`src/rtl/bist_log_pkg.sv`:
```
// Shared types and constants for the BIST failure log.
// Entry layout depends on BIST_LOG_DATA_EN (address only when undefined).
package bist_log_pkg;

    typedef enum logic [1:0] {
        ST_IDLE = 2'd0,
        ST_RUN  = 2'd1,
        ST_DONE = 2'd2
    } state_e;

    localparam int DEF_LOG_DEPTH = 4;
    localparam int DEF_CNT_WIDTH = 8;

`ifdef BIST_LOG_DATA_EN
    localparam bit LOG_DATA_EN = 1'b1;
`else
    localparam bit LOG_DATA_EN = 1'b0;
`endif

    // Stored entry is {address, data_exp, data_act} or just {address}.
    function automatic int entry_width(input int ad_w, input int data_w);
        return LOG_DATA_EN ? (ad_w + 2 * data_w) : ad_w;
    endfunction

endpackage

```
`src/rtl/bist_fail_log_if.sv`:
```
// Comparator tap and host readout port of the BIST failure log.
interface bist_fail_log_if #(
    parameter int data_width = 4,
    parameter int ad_width   = 4
);
    logic                  cmp_valid;
    logic                  is_equal;
    logic [ad_width-1:0]   address;
    logic [data_width-1:0] data_exp;
    logic [data_width-1:0] data_act;
    logic                  rd_en;
    logic                  rd_valid;
    logic [ad_width-1:0]   rd_addr;
    logic [data_width-1:0] rd_exp;
    logic [data_width-1:0] rd_act;

    modport master (
        output cmp_valid, is_equal, address, data_exp, data_act, rd_en,
        input  rd_valid, rd_addr, rd_exp, rd_act
    );

    modport slave (
        input  cmp_valid, is_equal, address, data_exp, data_act, rd_en,
        output rd_valid, rd_addr, rd_exp, rd_act
    );
endinterface

```
`src/rtl/bist_log_fifo.sv`:
```
// Synchronous FIFO with flush and same-cycle push+pop; pointers carry one
// extra wrap bit so full/empty come from an MSB compare.
module bist_log_fifo #(
    parameter int ENTRY_W = 4,
    parameter int DEPTH   = 4
) (
    input  logic               clk,
    input  logic               rst,
    input  logic               flush_i,
    input  logic               push_i,
    input  logic               pop_i,
    input  logic [ENTRY_W-1:0] wdata_i,
    output logic [ENTRY_W-1:0] rdata_o,
    output logic               full_o,
    output logic               empty_o
);
    localparam int AW = $clog2(DEPTH);

    logic [AW:0]        wp_q, rp_q;
    logic [ENTRY_W-1:0] mem_q [DEPTH];
    logic               do_push, do_pop;

    assign empty_o = (wp_q == rp_q);
    assign full_o  = (wp_q[AW] != rp_q[AW]) && (wp_q[AW-1:0] == rp_q[AW-1:0]);

    // A push into a full FIFO is only legal when the head leaves this cycle.
    assign do_pop  = pop_i && !empty_o && !flush_i;
    assign do_push = push_i && (!full_o || do_pop) && !flush_i;

    assign rdata_o = mem_q[rp_q[AW-1:0]];

    always_ff @(posedge clk or posedge rst) begin
        if (rst) begin
            wp_q <= '0;
            rp_q <= '0;
        end else if (flush_i) begin
            wp_q <= '0;
            rp_q <= '0;
        end else begin
            if (do_push) wp_q <= wp_q + (AW+1)'(1);
            if (do_pop)  rp_q <= rp_q + (AW+1)'(1);
        end
    end

    always_ff @(posedge clk) begin
        if (do_push) mem_q[wp_q[AW-1:0]] <= wdata_i;
    end
endmodule

```
`src/rtl/bist_fail_log.sv`:
```
// BIST failure capture: logs mismatching reads into a FIFO, keeps a
// saturating fail count and sticky overflow. Data logging via BIST_LOG_DATA_EN.
module bist_fail_log
    import bist_log_pkg::*;
#(
    parameter int data_width = 4,
    parameter int ad_width   = 4,
    parameter int log_depth  = DEF_LOG_DEPTH,
    parameter int cnt_width  = DEF_CNT_WIDTH
) (
    input  logic                 clk,
    input  logic                 rst,
    input  logic                 start,
    input  logic                 done,
    bist_fail_log_if.slave       bus,
    output logic                 log_empty,
    output logic                 log_full,
    output logic [cnt_width-1:0] fail_count,
    output logic                 overflow,
    output logic                 busy
);
    localparam int ENTRY_W = entry_width(ad_width, data_width);

    state_e               state_q;
    logic                 busy_q;
    logic [cnt_width-1:0] cnt_q, cnt_d;
    logic                 ovf_q, ovf_d;
    logic                 rd_valid_q;
    logic [ENTRY_W-1:0]   rd_entry_q;

    logic               running, accept_start, capture, pop_ok, drop;
    logic               fifo_full, fifo_empty;
    logic [ENTRY_W-1:0] push_entry, head_entry;

    assign running      = (state_q == ST_RUN);
    assign accept_start = start && !running;
    assign capture      = running && bus.cmp_valid && !bus.is_equal;
    // Flush wins over a same-cycle pop, so the pop is simply discarded.
    assign pop_ok       = bus.rd_en && !fifo_empty && !accept_start;
    assign drop         = capture && fifo_full && !pop_ok;

    bist_log_fifo #(
        .ENTRY_W (ENTRY_W),
        .DEPTH   (log_depth)
    ) u_fifo (
        .clk     (clk),
        .rst     (rst),
        .flush_i (accept_start),
        .push_i  (capture),
        .pop_i   (pop_ok),
        .wdata_i (push_entry),
        .rdata_o (head_entry),
        .full_o  (fifo_full),
        .empty_o (fifo_empty)
    );

    always_comb begin
        cnt_d = cnt_q;
        ovf_d = ovf_q;
        if (accept_start) begin
            cnt_d = '0;
            ovf_d = 1'b0;
        end else begin
            if (capture && (cnt_q != {cnt_width{1'b1}})) cnt_d = cnt_q + cnt_width'(1);
            if (drop) ovf_d = 1'b1;
        end
    end

    always_ff @(posedge clk or posedge rst) begin
        if (rst) begin
            state_q    <= ST_IDLE;
            busy_q     <= 1'b0;
            cnt_q      <= '0;
            ovf_q      <= 1'b0;
            rd_valid_q <= 1'b0;
            rd_entry_q <= '0;
        end else begin
            case (state_q)
                ST_RUN: begin
                    if (done) begin
                        state_q <= ST_DONE;
                        busy_q  <= 1'b0;
                    end
                end
                default: begin
                    if (start) begin
                        state_q <= ST_RUN;
                        busy_q  <= 1'b1;
                    end
                end
            endcase
            cnt_q      <= cnt_d;
            ovf_q      <= ovf_d;
            rd_valid_q <= pop_ok;
            if (pop_ok) rd_entry_q <= head_entry;
        end
    end

`ifdef BIST_LOG_DATA_EN
    assign push_entry  = {bus.address, bus.data_exp, bus.data_act};
    assign bus.rd_addr = rd_entry_q[ENTRY_W-1 -: ad_width];
    assign bus.rd_exp  = rd_entry_q[2*data_width-1 -: data_width];
    assign bus.rd_act  = rd_entry_q[data_width-1:0];
`else
    logic unused_data;
    assign unused_data = ^{bus.data_exp, bus.data_act};
    assign push_entry  = bus.address;
    assign bus.rd_addr = rd_entry_q;
    assign bus.rd_exp  = '0;
    assign bus.rd_act  = '0;
`endif

    assign bus.rd_valid = rd_valid_q;
    assign log_empty    = fifo_empty;
    assign log_full     = fifo_full;
    assign fail_count   = cnt_q;
    assign overflow     = ovf_q;
    assign busy         = busy_q;
endmodule

```
`src/flat_wrapper.sv`:
```
// flat-port wrapper written by rule: the top's interface ports become plain ports
module bist_fail_log_flat import bist_log_pkg::*;
#(
    parameter int data_width = 4,
    parameter int ad_width   = 4,
    parameter int log_depth  = DEF_LOG_DEPTH,
    parameter int cnt_width  = DEF_CNT_WIDTH
)
  (clk, rst, start, done, log_empty, log_full, fail_count, overflow, busy, bus_cmp_valid, bus_is_equal, bus_address, bus_data_exp, bus_data_act, bus_rd_en, bus_rd_valid, bus_rd_addr, bus_rd_exp, bus_rd_act);
  bist_fail_log_if #(.data_width(data_width), .ad_width(ad_width)) bus_i ();
  input  logic clk;
  input  logic rst;
  input  logic start;
  input  logic done;
  output logic log_empty;
  output logic log_full;
  output logic [cnt_width-1:0] fail_count;
  output logic overflow;
  output logic busy;
  input wire logic [$bits(bus_i.cmp_valid)-1:0] bus_cmp_valid;
  input wire logic [$bits(bus_i.is_equal)-1:0] bus_is_equal;
  input wire logic [$bits(bus_i.address)-1:0] bus_address;
  input wire logic [$bits(bus_i.data_exp)-1:0] bus_data_exp;
  input wire logic [$bits(bus_i.data_act)-1:0] bus_data_act;
  input wire logic [$bits(bus_i.rd_en)-1:0] bus_rd_en;
  output wire logic [$bits(bus_i.rd_valid)-1:0] bus_rd_valid;
  output wire logic [$bits(bus_i.rd_addr)-1:0] bus_rd_addr;
  output wire logic [$bits(bus_i.rd_exp)-1:0] bus_rd_exp;
  output wire logic [$bits(bus_i.rd_act)-1:0] bus_rd_act;
  assign bus_i.cmp_valid = bus_cmp_valid;
  assign bus_i.is_equal = bus_is_equal;
  assign bus_i.address = bus_address;
  assign bus_i.data_exp = bus_data_exp;
  assign bus_i.data_act = bus_data_act;
  assign bus_i.rd_en = bus_rd_en;
  assign bus_rd_valid = bus_i.rd_valid;
  assign bus_rd_addr = bus_i.rd_addr;
  assign bus_rd_exp = bus_i.rd_exp;
  assign bus_rd_act = bus_i.rd_act;
  bist_fail_log #(.data_width(data_width), .ad_width(ad_width), .log_depth(log_depth), .cnt_width(cnt_width)) u_core (.clk(clk), .rst(rst), .start(start), .done(done), .bus(bus_i), .log_empty(log_empty), .log_full(log_full), .fail_count(fail_count), .overflow(overflow), .busy(busy));
endmodule
```
`config.mk`:
```
export PLATFORM = sky130hd
export DESIGN_NAME = bist_fail_log_flat
export DESIGN_NICKNAME = d
export VERILOG_FILES = /design/src/rtl/bist_log_pkg.sv /design/src/rtl/bist_fail_log_if.sv /design/src/rtl/bist_log_fifo.sv /design/src/rtl/bist_fail_log.sv /design/src/flat_wrapper.sv
export SDC_FILE = /design/constraint.sdc
export NUM_CORES = 1
export LEC_CHECK = 0
export CORE_MARGIN = 2
export CORE_UTILIZATION = 30
export CTS_BUF_LIST = sky130_fd_sc_hd__clkbuf_8
export DETAILED_ROUTE_END_ITERATION = 6
export GPL_ROUTABILITY_DRIVEN = 1
export REMOVE_ABC_BUFFERS = 1
export SLEW_MARGIN = 20
export SYNTH_ARGS = -nofsm -noshare
export SYNTH_HDL_FRONTEND = slang
export SYNTH_SLANG_ARGS = --single-unit
```
`constraint.sdc`:
```
create_clock -name clk -period 2.5 [get_ports clk]
set_input_delay 0.5 -clock clk [delete_from_list [all_inputs] [get_ports clk]]
set_output_delay 0.5 -clock clk [all_outputs]
set_load 0.05 [all_outputs]
```
Yosys cells after proc, flatten, opt, wreduce, memory -nomap -nowiden --
Memory sizes are Yosys's and may differ from the RTL's. A register that Yosys moved wholly into a read port is not among the register bits. Cells that the tools add are included.
Cells by class: add/sub/neg operators 3, equality and inequality tests 6, muxes and demuxes 16, reductions and logical operators 26
Operators by type and width (count):
- $mux W8 | 2
- $logic_and A1 B1 Y1 | 13
- $mux W3 | 4
- $reduce_bool A2 Y1 | 5
- $add A8 B1 Y8 const B | 1
- $ne A8 B8 Y1 const B | 1
- $mux W1 | 7
- $add A3 B1 Y3 const B | 2
- $logic_not A1 Y1 | 6
- $mux W2 | 3
- $eq A3 B3 Y1 | 1
- $eq A2 B1 Y1 const B | 1
- $eq A2 B2 Y1 | 1
- $ne A2 B2 Y1 const B | 1
- $reduce_and A2 Y1 | 1
- $logic_or A1 B1 Y1 | 1
- $ne A1 B1 Y1 | 1
Storage, ports and cells: flip-flop bits (word level) 19, bits in writable memories 16, input port bits 19, output and inout bits 25, logic and storage cells 59, memories 1
Memory list:
- u_core.u_fifo.mem_q | depth 4, bits a word 4, rd ports 1, clocked after Yosys merged registers in 1, write ports 1, line bist_log_fifo.sv:20 | logic [ENTRY_W-1:0] mem_q [DEPTH];

Logic depth before layout (Yosys ltp) --
depth in word-level cells 12, depth in mapped cells 5, gate-level depth less buffers 5

Cells and area by module --
From an unflattened synthesis, not the netlist that was laid out.
Unflattened totals: cells, all modules 156, area, all modules 2006.9 sq um
By module, submodules not included:
- bist_log_fifo | times used 1, cells each 77, area each 1154.9 sq um, seq. area each 630.6 sq um
- bist_fail_log | times used 1, cells each 79, area each 852.1 sq um, seq. area each 400.4 sq um

Worst setup path after synthesis --
OpenSTA, ideal clock, no wires.
kind flip-flop to output port, from register u_core.u_fifo.rp_q[0], to output port log_full, arrival 1.844 ns, data required time 2.000 ns, setup slack 0.156 ns, cell stages (with the launch flop) 4, buffers on the path 1, cells stage by stage dfrtp_1 -> buf_4 -> xor2_1 -> nor3_1
On the way: word-level cells in the longest chain between the ends 2
Ends and longest elaborated chain:
- from (decl) | line bist_log_fifo.sv:19 | logic [AW:0] wp_q, rp_q;
- from (signal assigned) | line bist_log_fifo.sv:41 | if (do_pop) rp_q <= rp_q + (AW+1)'(1);
- $eq A2 B2 Y1 | line bist_log_fifo.sv:24 | assign full_o = (wp_q[AW] != rp_q[AW]) && (wp_q[AW-1:0] == rp_q[AW-1:0]);
- $logic_and A1 B1 Y1 | line bist_log_fifo.sv:24
- to (decl) | line flat_wrapper.sv:16 | output logic log_full;
No other way between the ends.

Worst setup path after layout --
from register u_core.u_fifo.rp_q[1], to output port log_empty
On the way: word-level cells in the longest chain between the ends 1
Ends and longest elaborated chain:
- $eq A3 B3 Y1 | line bist_log_fifo.sv:23 | assign empty_o = (wp_q == rp_q);
- to (decl) | line flat_wrapper.sv:15 | output logic log_empty;
No other way between the ends.

==> flow_summary.ini <==
[yosys]
ys_types = 40
synth_seq_cells = 38
ys_warn_count = 0
synth_cells = 139
yosysSeqAreaShare = 0.566
syn_area_um2 = 1820
avgSynthCellArea_um2 = 13.1

[run_status]
status = finished clean

[global_route]
grt_pass1_vias = 1090
grt_max_degree = 23
grt_pass1_wl_mm = 5.27
gr-total-overflow = 0
grt_usage = 0.108
antenna_found_initial = 0

[clock_network]
postCtsSetupBuffers = 0
clkTransAtPathRegs_ns = 0.08
h-tree-depth = 2
worstSkewPairLatency_ns = 0.29
cts_tree = done
ctsHoldBuffers = 0
cts_buffers = 5
cts.sinks = 38
cts-resized-gates = 0
cts_root_buffer = clkbuf_8
clock_tree.buffer_depth = 2

[setup_path]
start_kind = flop
cp_data_arrival_time_ns = 1.68
reg2regPathDepth = 4
crit_end = log_empty
critPathCaptureType = output pin
critical_path.reg2reg.endpoint = u_core.u_fifo.mem_q[0][1]
required_ns = 2.00
r2r-start = u_core.u_fifo.rp_q[1]
critical_path_class = reg -> out
crit_start = u_core.u_fifo.rp_q[1]
reg2reg_slack_ns = 0.63
worst-path-max-fanout = 7

[placed_design]
dp_hpwl_mm = 2.49
io_buffer_count = 27
globalplace.congestion = 0.741

[routing]
antenna_left = 0
drt_iter0_markers = 59
vias_per_cell = 4.58
routedWlPerCell_um = 13.4
drt-pass1-iter-count = 4
post-route-drc-count = 0
wl_mm = 3.36
route.vias.total = 1150

[sta]
rsz0062_at_grt = no
relSlewSlack = 0.533
worst_slew_pin_slew_ns = 0.694
setup_viol = 0
fin_skew_ns = 0.00524
fmaxAchievable_mhz = 459
fin_crit_ns = 2.18
holdWs_ns = 0.508
period_share = 0.871
hold_viol = 0
drv_slew = 0
final.setup.tns_ns = 0

[pwr]
power.density_nw_per_um2 = 1090
power_leakage_nw = 0.948
vdd_drop_max_mv = 0.724

[cells_and_area]
area_growth_pct = 28.2
drive_gt1_frac = 0.165
multi_input_area_um2 = 716
diodes = 0
nets = 200
regArea_um2 = 1030
nFillCells = 552

[floorplanning]
row_count = 28
initial_core_util = 0.310
core_area_um2 = 5890
die_w_um = 81.9
die_area_um2 = 6710
chipHeight_um = 81.9
io_pins = 44

[run]
maxCapViolations = 0

[min_path]
hp-class = reg -> reg
==> per-layer routing <==
metal,up-vias,global-route usage,wire [µm]
met3,6,0.0286,119
met5,-,0,0
met4,0,0.0450,66
met2,24,0.167,1640
met1,563,0.143,1530
li1,557,-,-
==> registers in the layout, indices dropped and copies added (netlist names) <==
name and count:
u_core.u_fifo.mem_q 16, u_core.fail_count 8, u_core.bus.rd_addr 4, u_core.u_fifo.rp_q 3
u_core.u_fifo.wp_q 3, u_core.state_q 2, u_core.bus.rd_valid 1, u_core.overflow 1
==> placed cells by master, fill, tap and decap left out, types with 5 or more instances in the layout <==
master / netlist / routed
clkdlybuf4s50_1: 0 / 25
dfrtp_1: 22 / 22
edfxtp_1: 16 / 16
nor2_1: 11 / 11
inv_1: 8 / 8
conb_1: 1 / 8
xor2_1: 7 / 7
ha_1: 6 / 6
and2_1: 5 / 5
nand2_1: 5 / 5
clkbuf_8: 0 / 5
buf_4: 9 / 5
==> worst max-delay path: stages, from the launching register on <==
cell and delay (ns):
dfrtp_1 0.50, xor2_2 0.25, nor3_2 0.44, buf_12 0.20
==> cell usage after synthesis, drive strengths merged <==
cell / count / share of area
mux4: 4 / 0.049
nand4bb: 1 / 0.0062
and3: 2 / 0.0069
or3: 1 / 0.0034
nand3: 2 / 0.0055
nor2: 12 / 0.029
o311ai: 1 / 0.0048
or4: 1 / 0.0041
nor4: 1 / 0.0069
inv: 8 / 0.016
edfxtp: 16 / 0.26
xnor2: 2 / 0.0096
a21oi: 3 / 0.0082
a211o: 1 / 0.0048
xor2: 8 / 0.043
mux2: 5 / 0.033
nand2: 5 / 0.010
conb: 1 / 0.0021
and2: 5 / 0.017
mux2i: 2 / 0.011
buf: 9 / 0.037
nand2b: 1 / 0.0034
o21a: 1 / 0.0041
nor3: 2 / 0.0082
o21ai: 3 / 0.0082
o2111ai: 1 / 0.0048
nor4bb: 1 / 0.0055
o41ai: 1 / 0.0048
o211ai: 3 / 0.012
dfrtp: 22 / 0.30
o31ai: 4 / 0.016
a21o: 1 / 0.0041
and4bb: 1 / 0.0069
nand4: 1 / 0.0034
clkbuf: 1 / 0.0021
ha: 6 / 0.041
==> final cells by class <==
cell class	instances	share of cell area
clock buffer	5	0.0295
multi-input combinational	90	0.306
clock inverter	3	0.0295
sequential	38	0.441
timing repair buffer	32	0.140
inverter	8	0.0129
tap	75	0.0402
==> per-stage QoR <==
step | setup slack, ns | cell area, µm² | utilization | std cells | power [W]
2_1_floorplan | 0.162 | 1780 | - | 136 | 0.00158
3_3_place_gp | 0.324 | 2200 | 0.374 | 243 | 0.00194
3_5_place_dp | 0.328 | 2200 | 0.374 | 243 | 0.00195
4_1_cts | 0.292 | 2340 | 0.397 | 251 | 0.00258
5_1_grt | 0.210 | 2340 | 0.397 | 251 | 0.00269
6_report | 0.323 | 2340 | 0.397 | 251 | 0.00255
==> worst min-delay path by stage <==
| stage | startpoint | end | slack, ns | depth (start not counted) |
|---|---|---|---|---|
| after floorplan | rst | u_core.bus.rd_addr[0] | 0.49 | 1 |
| after global placement | u_core.bus.rd_addr[2] | u_core.bus.rd_addr[2] | 0.49 | 1 |
| after detailed placement | u_core.bus.rd_addr[1] | u_core.bus.rd_addr[1] | 0.50 | 1 |
| after CTS | u_core.bus.rd_addr[1] | u_core.bus.rd_addr[1] | 0.51 | 1 |
| after global routing | u_core.bus.rd_addr[1] | u_core.bus.rd_addr[1] | 0.53 | 1 |
| final | u_core.bus.rd_addr[1] | u_core.bus.rd_addr[1] | 0.51 | 1 |
==> power by group <==
group / internal, W / switching [W]
clock: 0.000400 / 0.000228
combinational: 0.000433 / 0.000633
sequential: 0.000764 / 0.0000948
==> logic make-up after synthesis <==
family          count (synthesis)  share of synthesized area
compound gates                 19                     0.0728
xor+xnor                       10                     0.0522
fa+ha+maj                       6                     0.0412
mux                            11                     0.0934
other cells                     1                    0.00206
buf+inv                        18                     0.0556
flops                          38                      0.566
simple gates                   36                      0.117
Power figures use the tool's default switching activity.
